**config.mk**
```make
export PLATFORM = sky130hd
export DESIGN_NAME = mul_unit_iter
export DESIGN_NICKNAME = d
export VERILOG_FILES = /design/src/rtl/mul_unit_iter.sv
export SDC_FILE = /design/constraint.sdc
export NUM_CORES = 1
export LEC_CHECK = 0
export ABC_AREA = 1
export CAP_MARGIN = 20
export CORE_MARGIN = 2
export CORE_UTILIZATION = 61
export DETAILED_ROUTE_END_ITERATION = 6
export MAX_ROUTING_LAYER = met4
export PLACE_DENSITY = 0.83
export SETUP_SLACK_MARGIN = 0.2
export SKIP_CTS_REPAIR_TIMING = 1
export SYNTH_ARGS = -nofsm -noshare
export SYNTH_HDL_FRONTEND = slang
export SYNTH_SLANG_ARGS = --single-unit
```
**constraint.sdc**
```tcl
create_clock -name nvdla_core_clk -period 8.5 [get_ports nvdla_core_clk]
set_clock_uncertainty 0.2 [all_clocks]
set_input_delay 1.7 -clock nvdla_core_clk [delete_from_list [all_inputs] [get_ports nvdla_core_clk]]
set_output_delay 1.7 -clock nvdla_core_clk [all_outputs]
set_load 0.05 [all_outputs]
```
**src/rtl/mul_unit_iter.sv**
```systemverilog
// Iterative signed multiplier: one 8x8 unsigned partial product per cycle, accumulated
// into a 2*WIDTH magnitude, then re-signed in exact (two's) or reduced (ones') encoding.
module mul_unit_iter #(
  parameter int WIDTH = 16
) (
  input  logic                 nvdla_core_clk,
  input  logic                 nvdla_core_rstn,
  input  logic                 in_valid,
  output logic                 in_ready,
  input  logic                 in_mode,
  input  logic [WIDTH-1:0]     in_a,
  input  logic [WIDTH-1:0]     in_b,
  output logic                 out_valid,
  input  logic                 out_ready,
  output logic [2*WIDTH-1:0]   out_result
);

  localparam int N   = WIDTH / 8;
  localparam int NPP = N * N;
  localparam int CW  = (NPP > 1) ? $clog2(NPP) : 1;
  localparam int SW  = $clog2(2 * WIDTH);

  localparam logic [CW-1:0] NC   = CW'(N);
  localparam logic [CW-1:0] LAST = CW'(NPP - 1);

  localparam logic [1:0] IDLE = 2'd0;
  localparam logic [1:0] CALC = 2'd1;
  localparam logic [1:0] DONE = 2'd2;

  logic [1:0]         r_state;
  logic               r_mode;
  logic               r_sign;
  logic [WIDTH-1:0]   r_mag_a;
  logic [WIDTH-1:0]   r_mag_b;
  logic [2*WIDTH-1:0] r_acc;
  logic [CW-1:0]      r_cnt;
  logic [2*WIDTH-1:0] r_result;
  logic               r_out_valid;

  logic [WIDTH-1:0]   w_mag_a_in;
  logic [WIDTH-1:0]   w_mag_b_in;
  logic [CW-1:0]      w_i;
  logic [CW-1:0]      w_j;
  logic [CW:0]        w_ij;
  logic [SW-1:0]      w_shamt;
  logic [7:0]         w_chunk_a;
  logic [7:0]         w_chunk_b;
  logic [15:0]        w_pp;
  logic [2*WIDTH-1:0] w_pp_ext;
  logic [2*WIDTH-1:0] w_acc_next;
  logic [2*WIDTH-1:0] w_final;
  logic               w_last;

  // Magnitude of an operand; exact mode maps -2^(W-1) to 2^(W-1), which still fits W bits.
  function automatic logic [WIDTH-1:0] to_mag(input logic [WIDTH-1:0] x, input logic exact);
    if (!x[WIDTH-1])
      to_mag = x;
    else if (exact)
      to_mag = ~x + WIDTH'(1);
    else
      to_mag = ~x;
  endfunction

  assign w_mag_a_in = to_mag(in_a, in_mode);
  assign w_mag_b_in = to_mag(in_b, in_mode);

  assign w_i        = r_cnt / NC;
  assign w_j        = r_cnt % NC;
  assign w_ij       = {1'b0, w_i} + {1'b0, w_j};
  assign w_shamt    = SW'({w_ij, 3'b000});
  assign w_chunk_a  = r_mag_a[8*w_i +: 8];
  assign w_chunk_b  = r_mag_b[8*w_j +: 8];
  assign w_pp       = 16'(w_chunk_a) * 16'(w_chunk_b);
  assign w_pp_ext   = (2*WIDTH)'(w_pp) << w_shamt;
  assign w_acc_next = r_acc + w_pp_ext;
  assign w_last     = (r_cnt == LAST);

  // Negating a zero magnitude gives zero, so exact mode never produces a negative zero.
  assign w_final = !r_sign ? w_acc_next :
                   (r_mode ? (-w_acc_next) : (~w_acc_next));

  assign in_ready   = (r_state == IDLE);
  assign out_valid  = r_out_valid;
  assign out_result = r_result;

  always_ff @(posedge nvdla_core_clk) begin
    if (!nvdla_core_rstn) begin
      r_state     <= IDLE;
      r_mode      <= 1'b0;
      r_sign      <= 1'b0;
      r_mag_a     <= '0;
      r_mag_b     <= '0;
      r_acc       <= '0;
      r_cnt       <= '0;
      r_result    <= '0;
      r_out_valid <= 1'b0;
    end else begin
      case (r_state)
        IDLE: begin
          if (in_valid) begin
            r_mode  <= in_mode;
            r_sign  <= in_a[WIDTH-1] ^ in_b[WIDTH-1];
            r_mag_a <= w_mag_a_in;
            r_mag_b <= w_mag_b_in;
            r_acc   <= '0;
            r_cnt   <= '0;
            r_state <= CALC;
          end
        end
        CALC: begin
          r_acc <= w_acc_next;
          r_cnt <= r_cnt + CW'(1);
          if (w_last) begin
            r_result    <= w_final;
            r_out_valid <= 1'b1;
            r_state     <= DONE;
          end
        end
        DONE: begin
          if (out_ready) begin
            r_out_valid <= 1'b0;
            r_state     <= IDLE;
          end
        end
        default: r_state <= IDLE;
      endcase
    end
  end

endmodule

```
==> qor.txt <==
pwr dens: 156.4 nW/um^2
RSZ-0062 raised after global routing: false
Iter 0 DRT Violations: 1063
hold wc startpoint: r_mag_b[15]$_SDFFE_PN0P_
via count: 10601
gr usage total: 0.3405
Synthesis Warnings: 0
arrival time worst endpoint: 7630 ps
CTS H-tree lvls: 3
average routed wire per standard cell: 15.25 um
most frequent CP cell: nand2_1
CTS tree: yes
failing checks: design-rule violations
synthesized flop and latch total: 103
hold violation total from the final report: 0
Slew Limit Fails: 0
Die Width: 133.6 um
WP data required: 8560 ps
antenna violations before repair: 0
drt first pass iters: 7
Worst-Margin Slew: 1009 ps
Area after DPL: 11090 um^2
Inserted Diodes: 0
P_sw: 746.2 uW
setup violators final: 0
sequential group share of total power: 0.292
clock power share: 0.275
DRT antenna net count: 0
Root Driver: clkbuf_16
final wirelength: 29640 um
max_slew headroom: 0.3274
crit path kind: reg2reg
Avg Cell Area, Syn: 6.107 um^2
CP max-delay cell: fa_1
clk buf depth: 2
die area: 17840 um^2
sw frac: 0.4158
Worst Path Max Fanout: 15
Num CTS Buffers: 9
Unique masters post-synth: 41
vias per std cell: 5.456
post-synthesis cell count: 1677
fin crit period: 7574 ps
Final period util: 0.8910
I/O Pins: 71
grt ovf: 0
Synth Cell Area: 10240 um^2
clock slew at reported path FFs: 70 ps
clk sinks: 103
Synth Net Count: 1822
number of global-route vias before repair: 9213
Area Growth Syn to Fin: 12.07%
share of layout cells above drive strength 1: 0.05107
Initial Util: 0.6197
CORE AREA: 16520 um^2
Final WS setup: 926.4 ps
Internal: 1048 uW
Die H: 133.6 um
status: finished with violations
Critical Path Start: r_cnt[0]$_SDFFE_PN0P_
combinational power share: 0.432
ys async rst share: 0
max frequency: 132.0 MHz
TNS Setup: 0 ps
Placer Congestion: 1.009
first-pass GRT wire length: 46940 um
Max stage delay on crit path: 580 ps
critical path capture point type: register
RR Startpoint: r_cnt[0]$_SDFFE_PN0P_
Worst-Skew Late Latency: 360 ps
dpl ws: 630.0 ps
largest net degree at the start of global routing: 64
DPL Wire Length: 23730 um
I/O Buffers: 70
Post-synth top flop: dfxtp_1
worst reg2reg path depth: 35
nets: 1863
Pleak: 0.005990 uW
Hold Crit Class: reg2reg
Rows: 47
Remaining DRCs: 1
post-synthesis sequential area ratio: 0.2013
number of synthesized flops with an enable pin: 0
Hold Path Depth: 2
fin area: 11480 um^2
total of max-cap violations: 0
Peak supply drop: 110.3 uV
startpoint types: register
[registers in the layout, indices dropped and copies added (netlist names)]
name and cells:
r_mode 1, r_acc 32, r_mag_a 16, r_sign 1, r_mag_b 16, out_valid 1, r_cnt 2, r_state 2
out_result 32
[power by group through the flow]
stage	clock network [uW]	logic, uW	registers (uW)
2_1_floorplan	0	547	526
3_3_place_gp	0	743	533
3_5_place_dp	0	753	533
4_1_cts	494	758	522
5_1_grt	510	863	527
6_report	494	776	525
[path summary, 6_finish.rpt]
| kind | end | slack [ps] |
|---|---|---|
| worst max-delay path | out_result[31]$_SDFFE_PN0P_ | 930 |
| worst min-delay path | r_mag_b[15]$_SDFFE_PN0P_ | 270 |
| worst max register to register | out_result[31]$_SDFFE_PN0P_ | 930 |
| worst min register to register | r_mag_b[15]$_SDFFE_PN0P_ | 270 |
[logic make-up (layout without fill, tap and decap cells)]
group,Yosys count,count (layout),share of synthesized area
XOR/XNOR,44,44,0.03763
AO/OA/AOI/OAI,241,241,0.1296
adder cells (fa/ha/maj),108,108,0.1591
AND/OR/NAND/NOR,852,852,0.3451
buffers and inverters,320,366,0.1184
flip-flops,103,103,0.2013
multiplexers,9,9,0.008797
[Yosys cell counts (2+ instances only)]
cell type / n / area share
dfxtp_1: 103 / 0.20
o21bai_1: 6 / 0.0044
nand3_2: 2 / 0.0020
nor3_2: 2 / 0.0020
ha_1: 71 / 0.087
a21o_1: 2 / 0.0015
o211ai_1: 11 / 0.0081
nand2_2: 14 / 0.0086
o221ai_1: 9 / 0.0077
nand2_4: 2 / 0.0022
or2_2: 10 / 0.0061
nor2_4: 4 / 0.0044
a21oi_1: 101 / 0.049
fa_1: 37 / 0.072
nand3_1: 79 / 0.039
buf_2: 3 / 0.0015
nand4_1: 10 / 0.0061
xnor2_1: 13 / 0.011
nor4_1: 4 / 0.0024
nand2_1: 504 / 0.18
inv_2: 7 / 0.0026
o21ai_0: 80 / 0.039
nand3b_1: 8 / 0.0059
buf_1: 5 / 0.0018
nor2_1: 192 / 0.070
xor2_1: 31 / 0.027
and2_1: 3 / 0.0018
clkbuf_1: 37 / 0.014
inv_1: 266 / 0.097
nor2_2: 10 / 0.0061
o21a_1: 4 / 0.0029
nor3_1: 8 / 0.0039
o22ai_1: 4 / 0.0024
a31oi_1: 7 / 0.0043
a21oi_2: 3 / 0.0026
mux2i_1: 9 / 0.0088
o21ai_1: 12 / 0.0059
[layout make-up]
type                       instances  area (um^2)
timing repair buffer              76        740.7
inverter                         274         1028
fill                            1523         5047
clock buffer                      10        239.0
multi-input combinational       1254         7010
sequential                       103         2067
tap                              220        275.3
clock inverter                     6        116.4
[layer usage]
layer  GRT usage  share of wire
met2      0.4593           0.39
met1      0.5208           0.49
met5           -              0
met3     0.05860           0.10
met4     0.08511          0.018
[critical path, delay by kind of cell, from the launching register on]
kind / cells / cell delay (ps)
and+or+nand+nor: 20 / 2270
adders and majority gates: 6 / 2900
xor gates and xnor gates: 1 / 190
muxes: 1 / 490
buffers and inverters: 3 / 150
AOI/OAI and AO/OA: 4 / 750
DFF: 1 / 520
[per-stage QoR]
| step | hold slack (ps) | power, uW | utilization | instances |
|---|---|---|---|---|
| after CTS | 271.6 | 1774 | 0.6924 | 1943 |
| after detailed placement | 260.9 | 1287 | 0.6709 | 1927 |
| after floorplan | 236.3 | 1073 | - | 1677 |
| after global placement | 252.9 | 1276 | 0.6709 | 1927 |
| final | 269.5 | 1795 | 0.6946 | 1943 |
| after global routing | 290.0 | 1900 | 0.6946 | 1943 |
[cells in the final DEF (no fill, tap or decap), types with 5 or more instances in the layout]
cell             count
o21ai_0             80
nand4_1             10
dfxtp_1            101
a31oi_1              7
inv_2                7
nand2_1            504
nand3b_1             8
or2_2               10
clkbuf_16            9
nand2_2             14
o211ai_1            11
nor2_1             189
nor2_4               5
o21ai_1             11
o221ai_1             9
ha_1                71
fa_1                37
xor2_1              31
nand3_1             79
xnor2_1             13
buf_4                6
a21oi_1            101
o21bai_1             6
inv_1              266
nor3_1               8
clkdlybuf4s50_1     69
nor2_2              12
Power figures use the tool's default switching activity.
